**src/rtl/busca_pkg.sv**
```systemverilog
// Shared types and defaults for the nRisc instruction-fetch sequencer.
package busca_pkg;

    localparam int ADDR_W_DEF = 8;
    localparam int INSTR_W_DEF = 8;
    localparam int CONT_W = 16;
    localparam logic [7:0] HALT_OPCODE_DEF = 8'hFF;

    typedef enum logic [1:0] {
        INICIO = 2'd0,
        BUSCA  = 2'd1,
        PARADO = 2'd2
    } estado_t;

endpackage

```
**src/rtl/controlador_busca_if.sv**
```systemverilog
// Fetch-side bus: instruction-memory address/data, pipeline control and the decode-facing outputs.
interface controlador_busca_if #(
    parameter int ADDR_W = busca_pkg::ADDR_W_DEF,
    parameter int INSTR_W = busca_pkg::INSTR_W_DEF
);
    logic [ADDR_W-1:0]          Endereco;
    logic [INSTR_W-1:0]         Instrucao;
    logic                       Stall;
    logic                       Desvio;
    logic [ADDR_W-1:0]          AlvoDesvio;
    logic [INSTR_W-1:0]         InstrSaida;
    logic [ADDR_W-1:0]          PcSaida;
    logic                       InstrValida;
    logic                       Parado;
    logic [busca_pkg::CONT_W-1:0] ContadorInstr;

    modport master (
        output Endereco, InstrSaida, PcSaida, InstrValida, Parado, ContadorInstr,
        input  Instrucao, Stall, Desvio, AlvoDesvio
    );

    modport slave (
        input  Endereco, InstrSaida, PcSaida, InstrValida, Parado, ContadorInstr,
        output Instrucao, Stall, Desvio, AlvoDesvio
    );
endinterface

```
**src/rtl/contador_instrucoes.sv**
```systemverilog
// Saturating event counter with enable and synchronous clear.
module contador_instrucoes
    import busca_pkg::*;
#(
    parameter int W = CONT_W
) (
    input  logic         Clock,
    input  logic         Reset,
    input  logic         en,
    output logic [W-1:0] valor
);

    always_ff @(posedge Clock) begin
        if (Reset) begin
            valor <= '0;
        end else if (en && (valor != '1)) begin
            valor <= valor + W'(1);
        end
    end

endmodule

```
**src/rtl/controlador_busca.sv**
```systemverilog
// Instruction-fetch sequencer: owns the PC, captures memory bytes, handles stall/branch/halt.
// Optional issued-instruction counter enabled by defining BUSCA_CONTADOR_EN.
//
// state  | meaning
// INICIO | one cycle after reset so the memory output catches up with the PC
// BUSCA  | fetching, one capture per unstalled cycle
// PARADO | halt opcode executed; only Reset leaves
module controlador_busca
    import busca_pkg::*;
#(
    parameter int                 ADDR_W      = ADDR_W_DEF,
    parameter int                 INSTR_W     = INSTR_W_DEF,
    parameter logic [ADDR_W-1:0]  RESET_PC    = '0,
    parameter logic [INSTR_W-1:0] HALT_OPCODE = INSTR_W'(HALT_OPCODE_DEF)
) (
    input logic Clock,
    input logic Reset,
    controlador_busca_if.master bus
);

    estado_t             estado, estado_next;
    logic [ADDR_W-1:0]   pc, pc_next;
    logic [INSTR_W-1:0]  instr_q, instr_next;
    logic [ADDR_W-1:0]   pcs_q, pcs_next;
    logic                valida_q, valida_next;
    logic                parado_q, parado_next;

    always_ff @(posedge Clock) begin
        if (Reset) begin
            estado   <= INICIO;
            pc       <= RESET_PC;
            instr_q  <= '0;
            pcs_q    <= '0;
            valida_q <= 1'b0;
            parado_q <= 1'b0;
        end else begin
            estado   <= estado_next;
            pc       <= pc_next;
            instr_q  <= instr_next;
            pcs_q    <= pcs_next;
            valida_q <= valida_next;
            parado_q <= parado_next;
        end
    end

    always_comb begin
        estado_next = estado;
        pc_next     = pc;
        instr_next  = instr_q;
        pcs_next    = pcs_q;
        valida_next = valida_q;
        parado_next = parado_q;
        case (estado)
            INICIO: estado_next = BUSCA;
            BUSCA: begin
                // Branch wins over stall and over a pending halt; the byte in flight is squashed.
                if (bus.Desvio) begin
                    pc_next     = bus.AlvoDesvio;
                    valida_next = 1'b0;
                end else if (bus.Stall) begin
                    estado_next = BUSCA;
                end else if (valida_q && (instr_q == HALT_OPCODE)) begin
                    estado_next = PARADO;
                    parado_next = 1'b1;
                    valida_next = 1'b0;
                end else begin
                    instr_next  = bus.Instrucao;
                    pcs_next    = pc;
                    pc_next     = pc + ADDR_W'(1);
                    valida_next = 1'b1;
                end
            end
            PARADO: estado_next = PARADO;
            default: estado_next = INICIO;
        endcase
    end

    assign bus.Endereco    = pc;
    assign bus.InstrSaida  = instr_q;
    assign bus.PcSaida     = pcs_q;
    assign bus.InstrValida = valida_q;
    assign bus.Parado      = parado_q;

`ifdef BUSCA_CONTADOR_EN
    logic captura;

    assign captura = (estado == BUSCA) && !bus.Desvio && !bus.Stall
                     && !(valida_q && (instr_q == HALT_OPCODE));

    contador_instrucoes #(.W(CONT_W)) u_contador (
        .Clock (Clock),
        .Reset (Reset),
        .en    (captura),
        .valor (bus.ContadorInstr)
    );
`else
    assign bus.ContadorInstr = '0;
`endif

endmodule

```
**src/flat_wrapper.sv**
```systemverilog
// flat-port wrapper written by rule: the top's interface ports become plain ports
module controlador_busca_flat import busca_pkg::*;
#(
    parameter int                 ADDR_W      = ADDR_W_DEF,
    parameter int                 INSTR_W     = INSTR_W_DEF,
    parameter logic [ADDR_W-1:0]  RESET_PC    = '0,
    parameter logic [INSTR_W-1:0] HALT_OPCODE = INSTR_W'(HALT_OPCODE_DEF)
)
  (Clock, Reset, bus_Endereco, bus_InstrSaida, bus_PcSaida, bus_InstrValida, bus_Parado, bus_ContadorInstr, bus_Instrucao, bus_Stall, bus_Desvio, bus_AlvoDesvio);
  controlador_busca_if #(.ADDR_W(ADDR_W), .INSTR_W(INSTR_W)) bus_i ();
  input logic Clock;
  input logic Reset;
  output wire logic [$bits(bus_i.Endereco)-1:0] bus_Endereco;
  output wire logic [$bits(bus_i.InstrSaida)-1:0] bus_InstrSaida;
  output wire logic [$bits(bus_i.PcSaida)-1:0] bus_PcSaida;
  output wire logic [$bits(bus_i.InstrValida)-1:0] bus_InstrValida;
  output wire logic [$bits(bus_i.Parado)-1:0] bus_Parado;
  output wire logic [$bits(bus_i.ContadorInstr)-1:0] bus_ContadorInstr;
  input wire logic [$bits(bus_i.Instrucao)-1:0] bus_Instrucao;
  input wire logic [$bits(bus_i.Stall)-1:0] bus_Stall;
  input wire logic [$bits(bus_i.Desvio)-1:0] bus_Desvio;
  input wire logic [$bits(bus_i.AlvoDesvio)-1:0] bus_AlvoDesvio;
  assign bus_Endereco = bus_i.Endereco;
  assign bus_InstrSaida = bus_i.InstrSaida;
  assign bus_PcSaida = bus_i.PcSaida;
  assign bus_InstrValida = bus_i.InstrValida;
  assign bus_Parado = bus_i.Parado;
  assign bus_ContadorInstr = bus_i.ContadorInstr;
  assign bus_i.Instrucao = bus_Instrucao;
  assign bus_i.Stall = bus_Stall;
  assign bus_i.Desvio = bus_Desvio;
  assign bus_i.AlvoDesvio = bus_AlvoDesvio;
  controlador_busca #(.ADDR_W(ADDR_W), .INSTR_W(INSTR_W), .RESET_PC(RESET_PC), .HALT_OPCODE(HALT_OPCODE)) u_core (.Clock(Clock), .Reset(Reset), .bus(bus_i));
endmodule
```
**config.mk**
```make
export PLATFORM = sky130hd
export DESIGN_NAME = controlador_busca_flat
export DESIGN_NICKNAME = d
export VERILOG_FILES = /design/src/rtl/busca_pkg.sv /design/src/rtl/controlador_busca_if.sv /design/src/rtl/contador_instrucoes.sv /design/src/rtl/controlador_busca.sv /design/src/flat_wrapper.sv
export SDC_FILE = /design/constraint.sdc
export NUM_CORES = 1
export LEC_CHECK = 0
export CAP_MARGIN = 10
export CORE_AREA = 2 2 63 65
export CTS_CLUSTER_SIZE = 16
export DETAILED_ROUTE_END_ITERATION = 10
export DIE_AREA = 0 0 65 67
export MAX_ROUTING_LAYER = met4
export PLACE_DENSITY_LB_ADDON = 0.1
export SLEW_MARGIN = 10
export SYNTH_ARGS = -nofsm -noshare
export SYNTH_HDL_FRONTEND = slang
export SYNTH_SLANG_ARGS = --single-unit
```
**constraint.sdc**
```tcl
create_clock -name Clock -period 2.2 [get_ports Clock]
set_clock_uncertainty 0.2 [all_clocks]
set_input_delay 0.33 -clock Clock [delete_from_list [all_inputs] [get_ports Clock]]
set_output_delay 0.33 -clock Clock [all_outputs]
set_load 0.01 [all_outputs]
```
## Word-level counts from Yosys, hierarchy flattened

Index checks and enable logic that the tools add are counted.

| storage, ports and cells | value |
|---|---|
| bits in registers | 28 |
| latch bits | 0 |
| bits in writable memories | 0 |
| memory bits (read-only) | 0 |
| bits of input ports | 20 |
| memories | 0 |

| cells by class | value |
|---|---|
| add/subtract/negate cells | 1 |
| multiply operators | 0 |
| divide/modulo/power cells | 0 |
| $lt $le $gt $ge | 0 |
| equal/unequal tests | 7 |
| shift-type cells | 0 |
| muxes and demuxes | 10 |
| bitwise logic cells | 3 |
| reductions and logical operators | 7 |

Operator list:

| kind | number |
|---|---|
| $mux W8 | 3 |
| $add A8 B1 Y8 const B | 1 |
| $eq A8 B8 Y1 const B | 1 |
| $reduce_and A4 Y1 | 2 |
| $mux W2 | 3 |
| $pmux W2 S3 | 1 |
| $ne A2 B2 Y1 const B | 2 |
| $reduce_and A2 Y1 | 2 |
| $mux W1 | 3 |
| $ne A3 B2 Y1 const B | 1 |
| $not A1 Y1 | 3 |
| $reduce_and A3 Y1 | 1 |
| $eq A2 B1 Y1 const B | 1 |
| $eq A2 B2 Y1 const B | 1 |
| $logic_not A2 Y1 | 1 |
| $ne A2 B1 Y1 const B | 1 |
| $logic_and A1 B1 Y1 | 1 |

## Logic depth before layout (Yosys ltp)

| logic depth | value |
|---|---|
| word-level depth | 6 |
| gate-level depth with buffers | 5 |
| gate-level depth less buffers | 5 |

## Worst setup path after synthesis

No wires, ideal clock.

| timing path | value |
|---|---|
| kind | register to register |
| start | reg u_core.instr_q[7], in the netlist u_core.bus.InstrSaida[7] |
| end | reg u_core.instr_q[7], in the netlist u_core.bus.InstrSaida[7] |
| setup time | 0.124 ns |
| arrival time | 1.462 ns |
| slack | 0.414 ns |
| stages on the path, launching flop included | 6 |
| buffers on the path | 1 |
| clock period less this slack | 1.786 ns |
| cells stage by stage | dfxtp_1 -> nand4_2 -> o31ai_4 -> buf_6 -> mux2i_1 -> nor2_1 |

| on the way | value |
|---|---|
| word-level cells in the longest chain between the ends | 4 |

Ends and longest elaborated chain:

| element | line | text |
|---|---|---|
| start, declared | controlador_busca.sv:23 | `logic [INSTR_W-1:0] instr_q, instr_next;` |
| start signal, assigned | controlador_busca.sv:39 | `instr_q <= instr_next;` |
| $eq A8 B8 Y1 | controlador_busca.sv:62 | `end else if (valida_q && (instr_q == HALT_OPCODE)) begin` |
| $logic_and A1 B1 Y1 | controlador_busca.sv:62 |  |
| $not A1 Y1 (no source line) | - |  |
| $reduce_and A4 Y1 (no source line) | - |  |

Every way passes these cells.
A chain may end at the register's enable or synchronous reset.

## Worst setup path after layout

| timing path | value |
|---|---|
| start | in bus_Desvio |
| end | reg u_core.pc[7], in the netlist u_core.bus.Endereco[7] |

| on the way | value |
|---|---|
| word-level cells in the longest chain between the ends | 2 |

Ends and longest elaborated chain:

| element | line | text |
|---|---|---|
| start, declared | flat_wrapper.sv:21 | `input wire logic [$bits(bus_i.Desvio)-1:0] bus_Desvio;` |
| $ne A2 B2 Y1 (no source line) or $ne A2 B1 Y1 (tied branches) | - |  |
| $reduce_and A3 Y1 (no source line) | - |  |
| end signal, assigned | controlador_busca.sv:38 | `pc <= pc_next;` |
| end, declared | controlador_busca.sv:22 | `logic [ADDR_W-1:0] pc, pc_next;` |

Several ways; a longest one is shown, not always the timed one.

==> impl_metrics.yaml <==
global_route:
  grt_first_pass_wirelength_um: 5480
  grt_pass1_vias: 1154
  grt_start_max_net_pins: 23
  grt_overflow_total: 0
  grt_use_total: 0.170
  antenna_found_initial: 0
logic_synthesis:
  synth_edf_count: 0
  synth_async_sr_flop_share: 0
  synthDistinctLibCells: 42
  ys.flop_type: "dfxtp_1"
  yosysWarnings: 0
  synth_area_um2: 1420
  ys_seq_elements: 28
  synthCells: 152
  ys_seq_area_frac: 0.396
  syn_avg_cell_area_um2: 9.32
final_layout:
  final_cell_area_um2: 1950
  final_cell_mix: "clkdlybuf4s50_1, dfxtp_1, nor2_1"
  final_common_cell: "clkdlybuf4s50_1"
  final_nets: 220
  n_antenna_cell: 0
  area_delta_synth_final_pct: 37.9
  drive_gt1_frac: 0.0859
clock_network:
  cts_buffers: 3
  cts_sinks: 28
  insertion_delay_ps: 280
  clockRootBuffer: "clkbuf_8"
  clock_path_buffers: 2
  hold_buffers: 0
  path_clk_slew_ps: 100
  cts_setup_buffers: 0
  cts_resized: 0
  cts_tree: "done"
  h-tree-depth: 1
pwr:
  powerDensity_nw_per_um2: 576
  ir_drop_mv: 0.246
  leakagePower_uw: 0.000804
worst_setup_path:
  end_kind: "flop"
  crit_required_ps: 2170
  cp-start-kind: "input pin"
  critPathKind: "in -> reg"
  crit_fanout: 12
  crit_arrival_ps: 1890
  r2r_slack_ps: 420
die:
  coreArea_um2: 3610
  initial_utilization: 0.393
  pin_count: 62
  die_w_um: 65
  row_count: 22
  dieArea_um2: 4360
  die_h_um: 67
timing:
  setup_violations: 0
  report.final.hold_viol_count: 0
  hold_slack_ps: 262
  rsz0062_at_grt: "false"
  slew_violations: 0
  fmax_mhz: 522
  post-route-min-period_ps: 1920
  period_share: 0.872
place:
  dpl.hpwl_um: 2410
  portBuffers: 45
  gp_congestion: 0.760
  dpl-instance-area_um2: 1860
drt:
  wire_per_inst_um: 13.9
  first_pass_iters: 4
  vias: 1231
  drt-total-wl_um: 3410
  drcViolationCount: 0
  ant_nets: 0
  viasPerCell: 5.00
  first_iter_violations: 53
run:
  max_cap_violations: 0
worst_hold_path:
  hold_class: "reg -> reg"
status:
  status: "finished, final reports clean"
-- registers in the layout (all words and copies together), names as in the netlist --
signal and count:
u_core.bus.InstrValida 1, u_core.bus.InstrSaida 8, u_core.bus.Parado 1, u_core.estado 2, u_core.bus.Endereco 8, u_core.bus.PcSaida 8
-- routing by layer --
metal / up-vias / share of wire / GRT usage
li1: 607 / - / -
met1: 567 / 0.45 / 0.211
met2: 53 / 0.46 / 0.268
met3: 4 / 0.067 / 0.0287
met4: 0 / 0.016 / 0.0878
met5: - / 0 / -
-- path summary, 6_finish.rpt --
path                            startpoint  cells after the start                      to
hold / removal           u_core.bus.Parado                      2       u_core.bus.Parado
setup reg to reg  u_core.bus.InstrSaida[7]                      5  u_core.bus.Endereco[7]
hold reg to reg          u_core.bus.Parado                      2       u_core.bus.Parado
setup / recovery                bus_Desvio                      6  u_core.bus.Endereco[7]
-- cells by family after synthesis --
logic type / Yosys count / synth area share
buffers and inverters: 29 / 0.140
adder cells (fa/ha/maj): 1 / 0.00883
flip-flops: 28 / 0.396
other: 1 / 0.00265
multiplexers: 14 / 0.0989
AO/OA/AOI/OAI: 31 / 0.166
AND/OR/NAND/NOR: 48 / 0.188
-- stage by stage --
stage	utilization	setup slack, ps	instances	power [µW]	setup TNS, ps
floorplan	-	414	167	658	0
global placement	0.516	37.6	241	724	0
detailed placement	0.516	-5.42	241	727	-8.60
CTS	0.536	93.4	245	1130	0
global route	0.542	216	246	1180	0
finish	0.542	283	246	1130	0
-- critical path, stage by stage --
cell and delay (ps):
clkdlybuf4s50_1 500, nand2b_1 140, nand3b_1 80, buf_4 180, or2_1 330, o32ai_1 330
-- area by class of cell --
| type | instances | area (µm²) |
|---|---|---|
| clock inverters | 1 | 30.0 |
| clock buffers | 3 | 41.3 |
| flip-flops and latches | 28 | 561 |
| multi-input cells | 110 | 714 |
| well taps | 48 | 60.1 |
| inverters | 3 | 11.3 |
| repair buffers | 53 | 536 |
| fillers | 357 | 1650 |
-- synthesized netlist by cell type, drive strengths merged, types with 2 or more instances --
cell / number / area, µm²
dfxtp: 28 / 561
buf: 21 / 151
nor2: 18 / 67.6
mux2i: 14 / 140
a21oi: 10 / 50.1
o31ai: 7 / 66.3
nand2: 6 / 22.5
clkbuf: 4 / 26.3
o311ai: 4 / 35.0
inv: 3 / 11.3
nor4: 3 / 18.8
a31oi: 2 / 12.5
and3: 2 / 12.5
nand2b: 2 / 12.5
nand3: 2 / 10.0
nand4: 2 / 18.8
nor2b: 2 / 12.5
nor3: 2 / 10.0
nor3b: 2 / 15.0
nor4b: 2 / 32.5
o221a: 2 / 22.5
-- where the power goes --
part | internal [µW] | switching, µW
Combinational | 95.5 | 78.9
Sequential | 524 | 19.8
Clock | 244 | 164
Power figures use the tool's default switching activity.
